`config.mk`:
```
export PLATFORM = sky130hd
export DESIGN_NAME = controle_andar
export DESIGN_NICKNAME = d
export VERILOG_FILES = /design/src/rtl/controle_andar.sv
export SDC_FILE = /design/constraint.sdc
export NUM_CORES = 1
export LEC_CHECK = 0
export CORE_ASPECT_RATIO = 1.1
export CORE_MARGIN = 2
export CORE_UTILIZATION = 46
export DETAILED_ROUTE_END_ITERATION = 12
export GPL_ROUTABILITY_DRIVEN = 1
export PLACE_DENSITY = 0.73
export RECOVER_POWER = 100
export REMOVE_ABC_BUFFERS = 1
export SETUP_SLACK_MARGIN = 0.3
export SLEW_MARGIN = 10
export SYNTH_ARGS = -nofsm -noshare
export SYNTH_HDL_FRONTEND = slang
export SYNTH_SLANG_ARGS = --single-unit
```
`constraint.sdc`:
```
create_clock -name clock -period 2.45 [get_ports clock]
set_input_delay 0.49 -clock clock [delete_from_list [all_inputs] [get_ports clock]]
set_output_delay 0.49 -clock clock [all_outputs]
set_load 0.03 [all_outputs]
```
`src/rtl/controle_andar.sv`:
```
// controle_andar: elevator car motion controller with collective up/down sweep.
// Latency: call latched 1 cycle after chamada; departure 1 cycle after latch; TEMPO_ANDAR cycles per floor.
// Backpressure: car only leaves PARADO with mover=1 and waits in ABRINDO/PORTA for the door-timer handshake.
// Optional feature: define RETORNO_TERREO_EN to send an idle car back to floor 0 after TEMPO_RETORNO cycles.
module controle_andar #(
  parameter int NUM_ANDARES   = 4,
  parameter int TEMPO_ANDAR   = 3,
  parameter int TEMPO_RETORNO = 16
) (
  input  logic                           clock,
  input  logic                           reset,
  input  logic [NUM_ANDARES-1:0]         chamada,
  input  logic                           mover,
  output logic                           chegada,
  output logic                           estadomover,
  output logic [$clog2(NUM_ANDARES)-1:0] andar_atual,
  output logic                           subindo,
  output logic [NUM_ANDARES-1:0]         pendentes
);

  localparam int W  = $clog2(NUM_ANDARES);
  localparam int TW = (TEMPO_ANDAR > 1) ? $clog2(TEMPO_ANDAR) : 1;
  localparam logic [TW-1:0] TA_MAX = TW'(TEMPO_ANDAR - 1);
  localparam logic [W-1:0]  TOPO   = W'(NUM_ANDARES - 1);

  // Parameter sanity: reject configurations the controller cannot honour.
  if (NUM_ANDARES < 2 || TEMPO_ANDAR < 1 || TEMPO_RETORNO < 1) begin : g_param_invalid
    $error("controle_andar: NUM_ANDARES>=2, TEMPO_ANDAR>=1, TEMPO_RETORNO>=1 required");
  end

  typedef enum logic [1:0] {
    PARADO  = 2'd0,
    MOVENDO = 2'd1,
    ABRINDO = 2'd2,
    PORTA   = 2'd3
  } estado_t;

  estado_t                estado;
  logic [TW-1:0]          cont;
  logic [NUM_ANDARES-1:0] retorno;
  logic [NUM_ANDARES-1:0] pend_mais;
  logic [NUM_ANDARES-1:0] limpa_atual;
  logic [NUM_ANDARES-1:0] limpa_prox;
  logic [W-1:0]           prox;
  logic                   acima;
  logic                   abaixo;

  // Direction is pinned at the shaft ends so the car can never step outside the floor range.
  function automatic logic dir_em(input logic [W-1:0] andar, input logic dir);
    if (andar == TOPO) begin
      return 1'b0;
    end else if (andar == '0) begin
      return 1'b1;
    end else begin
      return dir;
    end
  endfunction

  // Latched calls plus this cycle's presses; the served floor's bit is dropped so a stop absorbs a same-cycle press.
  always_comb begin
    pend_mais   = pendentes | chamada | retorno;
    prox        = subindo ? (andar_atual + W'(1)) : (andar_atual - W'(1));
    limpa_atual = pend_mais & ~(NUM_ANDARES'(1) << andar_atual);
    limpa_prox  = pend_mais & ~(NUM_ANDARES'(1) << prox);
  end

  // Which side of the car has latched calls, strictly beyond the current floor.
  always_comb begin
    acima  = 1'b0;
    abaixo = 1'b0;
    for (int i = 0; i < NUM_ANDARES; i++) begin
      if (pendentes[i] && (W'(i) > andar_atual)) acima  = 1'b1;
      if (pendentes[i] && (W'(i) < andar_atual)) abaixo = 1'b1;
    end
  end

`ifdef RETORNO_TERREO_EN
  localparam int RW = (TEMPO_RETORNO > 1) ? $clog2(TEMPO_RETORNO) : 1;
  localparam logic [RW-1:0] TR_MAX = RW'(TEMPO_RETORNO - 1);

  logic [RW-1:0] ocioso;
  logic          ocioso_cond;

  assign ocioso_cond = (estado == PARADO) && (pendentes == '0) && (chamada == '0) && (andar_atual != '0);
  assign retorno     = {{(NUM_ANDARES-1){1'b0}}, ocioso_cond && (ocioso == TR_MAX)};

  // Idle counter: runs only while parked away from floor 0 with nothing to do; any call or departure clears it.
  always_ff @(posedge clock) begin
    if (reset) begin
      ocioso <= '0;
    end else if (!ocioso_cond || (ocioso == TR_MAX)) begin
      ocioso <= '0;
    end else begin
      ocioso <= ocioso + RW'(1);
    end
  end
`else
  assign retorno = '0;
`endif

  // Main controller: call latching, sweep scheduling, floor travel and door handshake.
  always_ff @(posedge clock) begin
    if (reset) begin
      estado      <= PARADO;
      cont        <= '0;
      andar_atual <= '0;
      subindo     <= 1'b1;
      pendentes   <= '0;
      chegada     <= 1'b0;
      estadomover <= 1'b0;
    end else begin
      chegada   <= 1'b0;
      pendentes <= pend_mais;
      case (estado)
        PARADO: begin
          cont        <= '0;
          estadomover <= 1'b0;
          if (pendentes[andar_atual]) begin
            // Call at the floor we are parked on: re-open the door without moving.
            pendentes <= limpa_atual;
            chegada   <= 1'b1;
            estado    <= ABRINDO;
          end else if (subindo ? acima : abaixo) begin
            if (mover) begin
              estado      <= MOVENDO;
              estadomover <= 1'b1;
            end
          end else if (acima || abaixo) begin
            // Nothing ahead but work behind: reverse now, depart next cycle.
            subindo <= ~subindo;
          end
        end
        MOVENDO: begin
          if (cont == TA_MAX) begin
            cont        <= '0;
            andar_atual <= prox;
            subindo     <= dir_em(prox, subindo);
            if (pend_mais[prox]) begin
              pendentes   <= limpa_prox;
              chegada     <= 1'b1;
              estadomover <= 1'b0;
              estado      <= ABRINDO;
            end
          end else begin
            cont <= cont + TW'(1);
          end
        end
        ABRINDO: begin
          // Door timer acknowledges the arrival by dropping mover.
          if (!mover) estado <= PORTA;
        end
        PORTA: begin
          if (mover) estado <= PARADO;
        end
        default: begin
          estado <= PARADO;
        end
      endcase
    end
  end

endmodule

```
==> summary.txt, run 1 <==
RSZ-0062 raised after global routing = false
CP delay by family, top = simple AND/OR/NAND/NOR gates
die area = 2450 um^2
critical path arrival = 2410 ps
combinational fraction of design power = 57.2%
Core ar. = 1980 um^2
fill cell count = 178
global-route wire length before repair = 3.70 mm
hold wc startpoint = estadomover$_SDFFE_PP0P_
minimum clock period = 2210 ps
Hold Path Depth = 2
RR Endpoint = estado[1]$_SDFFE_PP0P_
Seq/Total Area, Yosys = 27.4%
CTS Hold Bufs = 0
Worst Setup Start Kind = flop
ANT nets after route = 0
pwr dens = 894 nW/um^2
Buf+Inv Stages, Crit Path = 1
die height = 51.7 um
Leak Pwr = 0.481 nW
vias in the first global route = 816
Crit path largest cell delay = 510 ps
FP Rows = 17
Hold WS = 471 ps
Slowest-stage cell, CP = or4_1
Clock Skew = 1.09 ps
Hold Path Sink = estadomover$_SDFFE_PP0P_
dominant cell type by area after synthesis = dfxtp_1
clk_lat worst skew = 280 ps
Reg2Reg Depth = 7
mean area per synthesized cell = 8.57 um^2
drt pass-1 iters = 4
Final Non-Filler Cells = 159
Net Sw Frac = 45.2%
Max Transition Viols Final = 0
Clock power frac = 13.1%
CP required = 2650 ps
GP Congestion = 0.943
DR WL/cell = 14.2 um
routed vias = 907
Fin Setup TNS = 0 ps
share of layout cells above drive strength 1 = 10.7%
largest net degree at the start of global routing = 15
sequential share of power = 29.7%
grt total ovfl = 0
Placed Cells = 154
r2r setup slk = 240 ps
most instantiated cells after synthesis = nor2_1, dfxtp_1, ha_1
antenna violations before repair = 0
HP Class = flop to flop
synthesized area = 951 um^2
Initial Util = 48.1%
CTS HTree Levels = 1
Via density = 5.70
sw power = 484 uW
fin crit share = 90.2%
Mapped Cells = 111
clock tree buffer depth = 2
Slew headroom = 66.8%
Clock transition at path regs = 90 ps
CP Depth = 7
I/O pins = 16
Unique masters post-synth = 39
CTS tree = done
pre-CTS WS = 124 ps
Peak VDD IR = 0.474 mV
status = completed
most common cell in the netlist = nor2_1
Synth area leaders = dfxtp_1, ha_1, nor2_1, a21oi_1, a311oi_1
gr usage total = 21.0%
Max-cap violations = 0
maximum clock rate = 452 MHz
slew of the pin with the lowest slew margin = 499 ps
ant diodes = 0
Die W = 47.4 um
fin util = 60.6%
Worst Path Max Fanout = 7
number of flops mapped to enable cells by yosys = 0
initial DRC count = 36
RR Startpoint = andar_atual[1]$_SDFFE_PP0P_
root buffer cell = clkbuf_4
Crit Path Class = flop to flop
Fin. Hold Viols = 0
detailed-route DRC error count = 0
hpwl dp = 1.68 mm
Ys Warns = 0
Synth async-reset ratio = 0%
flops & latches, synth = 13
Clock Sinks = 13
Synth Flop Type = dfxtp_1
Setup crit end kind = flop
total wire length = 2.26 mm
cells along the critical path = clkbuf_1 -> ha_1 -> or3b_2 -> o2111ai_1 -> a32oi_2 -> or4_1 -> o31ai_1
Final WS setup = 239 ps
Pint = 587 uW
synthesis-to-finish area growth = 26.1%
Port Buffer Count = 15
nets = 149
Setup-failing EPs final = 0
CTS buffer count = 3
top-area cell type share of the netlist area = 27.4%
-- registers in the layout, indices dropped and copies added (netlist names) --
signal	count
subindo	1
pendentes	4
cont	2
estadomover	1
estado	2
chegada	1
andar_atual	2
-- routing by layer --
layer	up-vias	global-route usage [%]	share of wire [%]
met5	-	0	0
met4	0	6.48	1.9
met3	6	4.17	5.0
met2	34	31.1	48
met1	421	30.0	45
li1	446	-	-
-- worst max path at each step --
stage / slack, ps / endpoint / from
finish: 240 / estado[1]$_SDFFE_PP0P_ / andar_atual[1]$_SDFFE_PP0P_
global route: 170 / estado[1]$_SDFFE_PP0P_ / andar_atual[1]$_SDFFE_PP0P_
CTS: 310 / estado[1]$_SDFFE_PP0P_ / andar_atual[0]$_SDFFE_PP0P_
detailed placement: 120 / estado[1]$_SDFFE_PP0P_ / chamada[2]
global placement: 150 / estado[1]$_SDFFE_PP0P_ / chamada[3]
floorplan: -160 / estado[1]$_SDFFE_PP0P_ / andar_atual[0]$_SDFFE_PP0P_
-- metrics by stage --
step           instance area (um^2)  power (mW)
6_report                       1200        1.07
5_1_grt                        1200        1.14
4_1_cts                        1190        1.06
3_5_place_dp                   1150       0.915
3_3_place_gp                   1150       0.908
2_1_floorplan                   931       0.726
-- kinds of logic after synthesis --
logic type      after synthesis  synth area share, %
compound gates               32                 24.3
mux                           4                 7.37
fa+ha+maj                    10                 13.2
flops                        13                 27.4
xor+xnor                      2                 1.84
buf+inv                      13                 5.26
simple gates                 37                 20.7
-- worst min-delay path: cells and delay by family, from the launching register on --
| family | cells | cell delay (ps) |
|---|---|---|
| flip-flops | 1 | 320 |
| AO/OA/AOI/OAI | 1 | 60 |
| buffers and inverters | 1 | 40 |
-- power by group through the flow --
| stage | clock [mW] | combinational [mW] | sequential [mW] |
|---|---|---|---|
| after detailed placement | 0 | 0.593 | 0.322 |
| after global routing | 0.150 | 0.667 | 0.325 |
| final | 0.140 | 0.613 | 0.318 |
| after floorplan | 0 | 0.353 | 0.373 |
| after CTS | 0.142 | 0.601 | 0.319 |
| after global placement | 0 | 0.588 | 0.320 |
-- cells in the final DEF, fill, tap and decap left out, types with 2 or more instances in the layout --
| master | instances |
|---|---|
| a211oi_1 | 2 |
| a21oi_1 | 7 |
| a311oi_1 | 4 |
| a31oi_1 | 2 |
| and3b_1 | 2 |
| buf_4 | 4 |
| clkbuf_1 | 3 |
| clkbuf_4 | 3 |
| clkdlybuf4s50_1 | 6 |
| dfxtp_1 | 12 |
| dlygate4sd3_1 | 9 |
| ha_1 | 10 |
| inv_1 | 7 |
| nand2_1 | 3 |
| nand2b_1 | 5 |
| nand3_1 | 2 |
| nor2_1 | 15 |
| nor2b_1 | 4 |
| o2111ai_1 | 2 |
| o21a_1 | 2 |
| o21ai_0 | 3 |
| o31ai_1 | 2 |
-- cell type report --
cell class              instances  area [um^2]  share of cell area, %
clock buffers                   4         26.3                   2.19
inverters                       8         32.5                   2.71
multi-input cells              85          656                   54.7
flip-flops and latches         13          262                   21.8
well taps                      28         35.0                   2.92
repair buffers                 21          188                   15.7
-- what timing repair did --
action / 4_1_cts / 5_1_grt
resized for setup: 1 / 7
setup buffers: 0 / 1
pin swaps: 0 / 1
cloned: 0 / 0
endpoints found under the setup margin: 2 / 4
(Power assumes the default switching activity.)
==> inputs of run 2 (changes only) <==
--- a/config.mk
+++ b/config.mk
@@ -14,6 +14,7 @@
 export RECOVER_POWER = 100
 export REMOVE_ABC_BUFFERS = 1
 export SETUP_SLACK_MARGIN = 0.3
+export SKIP_CTS_REPAIR_TIMING = 1
 export SLEW_MARGIN = 10
 export SYNTH_ARGS = -nofsm -noshare
 export SYNTH_HDL_FRONTEND = slang
==> summary.txt, run 2 (synthesis gave the netlist of run 1 again) <==
Slowest-stage cell, CP = or4_1
Slew headroom = 67.1% (+0.32 points)
die area = 2450 um^2 (unchanged)
total wire length = 2.24 mm (-0.84%)
number of flip-flops in the largest register = 4 (unchanged)
Crit Path Class = flop to flop
DP Area = 1150 um^2 (unchanged)
Clock Skew = 2.57 ps (+1.48 ps)
Hold WS = 472 ps (+0.696 ps)
Initial Util = 48.1% (unchanged)
Hold Path Depth = 2 (unchanged)
share of layout cells above drive strength 1 = 10.7% (unchanged)
RSZ-0062 raised after global routing = false
Core ar. = 1980 um^2 (unchanged)
status = completed
hpwl dp = 1.68 mm (unchanged)
Fin Setup TNS = 0 ps (unchanged)
Buf+Inv Stages, Crit Path = 1 (unchanged)
global-route wire length before repair = 3.67 mm (-0.76%)
critical path arrival = 2400 ps (about the same)
detailed-route DRC error count = 0 (unchanged)
most frequent cells in the layout = nor2_1, dfxtp_1, ha_1
vias in the first global route = 808 (-0.98%)
Max-cap violations = 0 (unchanged)
clk_lat worst skew = 280 ps (about the same)
gr usage total = 20.8% (-0.14 points)
Leak Pwr = 0.481 nW (unchanged)
routed vias = 925 (+2.0%)
clock tree buffer depth = 2 (unchanged)
CTS HTree Levels = 1 (unchanged)
Max Transition Viols Final = 0 (unchanged)
slew of the pin with the lowest slew margin = 494 ps (-4.85 ps)
overall power = 1.07 mW (about the same)
most common cell after layout, fill and taps aside = nor2_1
CP delay by family, top = simple AND/OR/NAND/NOR gates
Via density = 5.82 (+2.0%)
grt total ovfl = 0 (unchanged)
Clock Sinks = 13 (unchanged)
maximum clock rate = 455 MHz (+0.70%)
initial DRC count = 31 (-14%)
minimum clock period = 2200 ps (-15.4 ps)
CTS buffer count = 3 (unchanged)
FP Rows = 17 (unchanged)
Worst Path Max Fanout = 7 (unchanged)
drt pass-1 iters = 4 (unchanged)
pwr dens = 894 nW/um^2 (about the same)
DR WL/cell = 14.1 um (-0.84%)
Reg2Reg Depth = 7 (unchanged)
root buffer cell = clkbuf_4
die height = 51.7 um (unchanged)
Largest Register = pendentes
antenna violations before repair = 0 (unchanged)
Setup crit end kind = flop
ant diodes = 0 (unchanged)
fin crit share = 89.6% (-0.63 points)
largest net degree at the start of global routing = 15 (unchanged)
fin util = 60.6% (unchanged)
CP Depth = 7 (unchanged)
synthesis-to-finish area growth = 26.1% (unchanged)
Peak VDD IR = 0.477 mV (+0.46%)
Port Buffer Count = 15 (unchanged)
Die W = 47.4 um (unchanged)
nets = 149 (unchanged)
I/O pins = 16 (unchanged)
Setup-failing EPs final = 0 (unchanged)
CP required = 2650 ps (about the same)
ANT nets after route = 0 (unchanged)
cells along the critical path = clkbuf_1 -> ha_1 -> or3b_2 -> o2111ai_1 -> a32oi_2 -> or4_1 -> o31ai_1
CTS tree = done
fin area = 1200 um^2 (unchanged)
Worst Setup Start Kind = flop
Clock transition at path regs = 90 ps (about the same)
Fin. Hold Viols = 0 (unchanged)
Crit path largest cell delay = 510 ps (about the same)
GP Congestion = 0.943 (unchanged)
HP Class = flop to flop
==> run 2: cell counts in the layout (fill, tap and decap cells not counted) <==
No cell type changed its count.
==> run 2: metrics by stage <==
| step | cells | setup slack, ps |
|---|---|---|
| 3_3_place_gp | 154 | 154 |
| 2_1_floorplan | 106 | -158 |
| 4_1_cts | 158 | 255 |
| 6_report | 159 | 255 |
| 5_1_grt | 159 | 167 |
| 3_5_place_dp | 154 | 124 |
==> run 2: area by class of cell <==
| type | count | area, um^2 |
|---|---|---|
| tap | 28 | 35.0 |
| multi-input combinational | 85 | 656 |
| fill | 178 | 779 |
| timing repair buffer | 21 | 188 |
| clock buffer | 4 | 26.3 |
| inverter | 8 | 32.5 |
| sequential | 13 | 262 |
==> run 2: metal layers <==
metal	vias to the layer above	wire (um)	global-route usage (%)
li1	451	-	-
met2	31	1070	30.9
met5	-	0	0
met1	439	1030	29.8
met3	4	103	4.17
met4	0	34	6.48
==> run 2: final timing paths <==
| kind | from | end | slack, ps |
|---|---|---|---|
| max | andar_atual[1]$_SDFFE_PP0P_ | estado[1]$_SDFFE_PP0P_ | 250 |
| min | estadomover$_SDFFE_PP0P_ | estadomover$_SDFFE_PP0P_ | 470 |
| max reg2reg | andar_atual[1]$_SDFFE_PP0P_ | estado[1]$_SDFFE_PP0P_ | 250 |
| min reg2reg | estadomover$_SDFFE_PP0P_ | estadomover$_SDFFE_PP0P_ | 470 |
==> run 2: report_power, final <==
group	leakage, nW	switching, mW	internal, mW
clock network	0.0150	0.0773	0.0633
logic	0.359	0.349	0.264
registers	0.107	0.0576	0.261
total	0.481	0.484	0.587
==> run 2: worst register-to-register path: cells and delay by family (launching register included) <==
kind	cells	cell delay [ps]
simple gates	2	970
buf+inv	1	180
compound gates	3	420
fa+ha+maj	1	230
flops	1	320
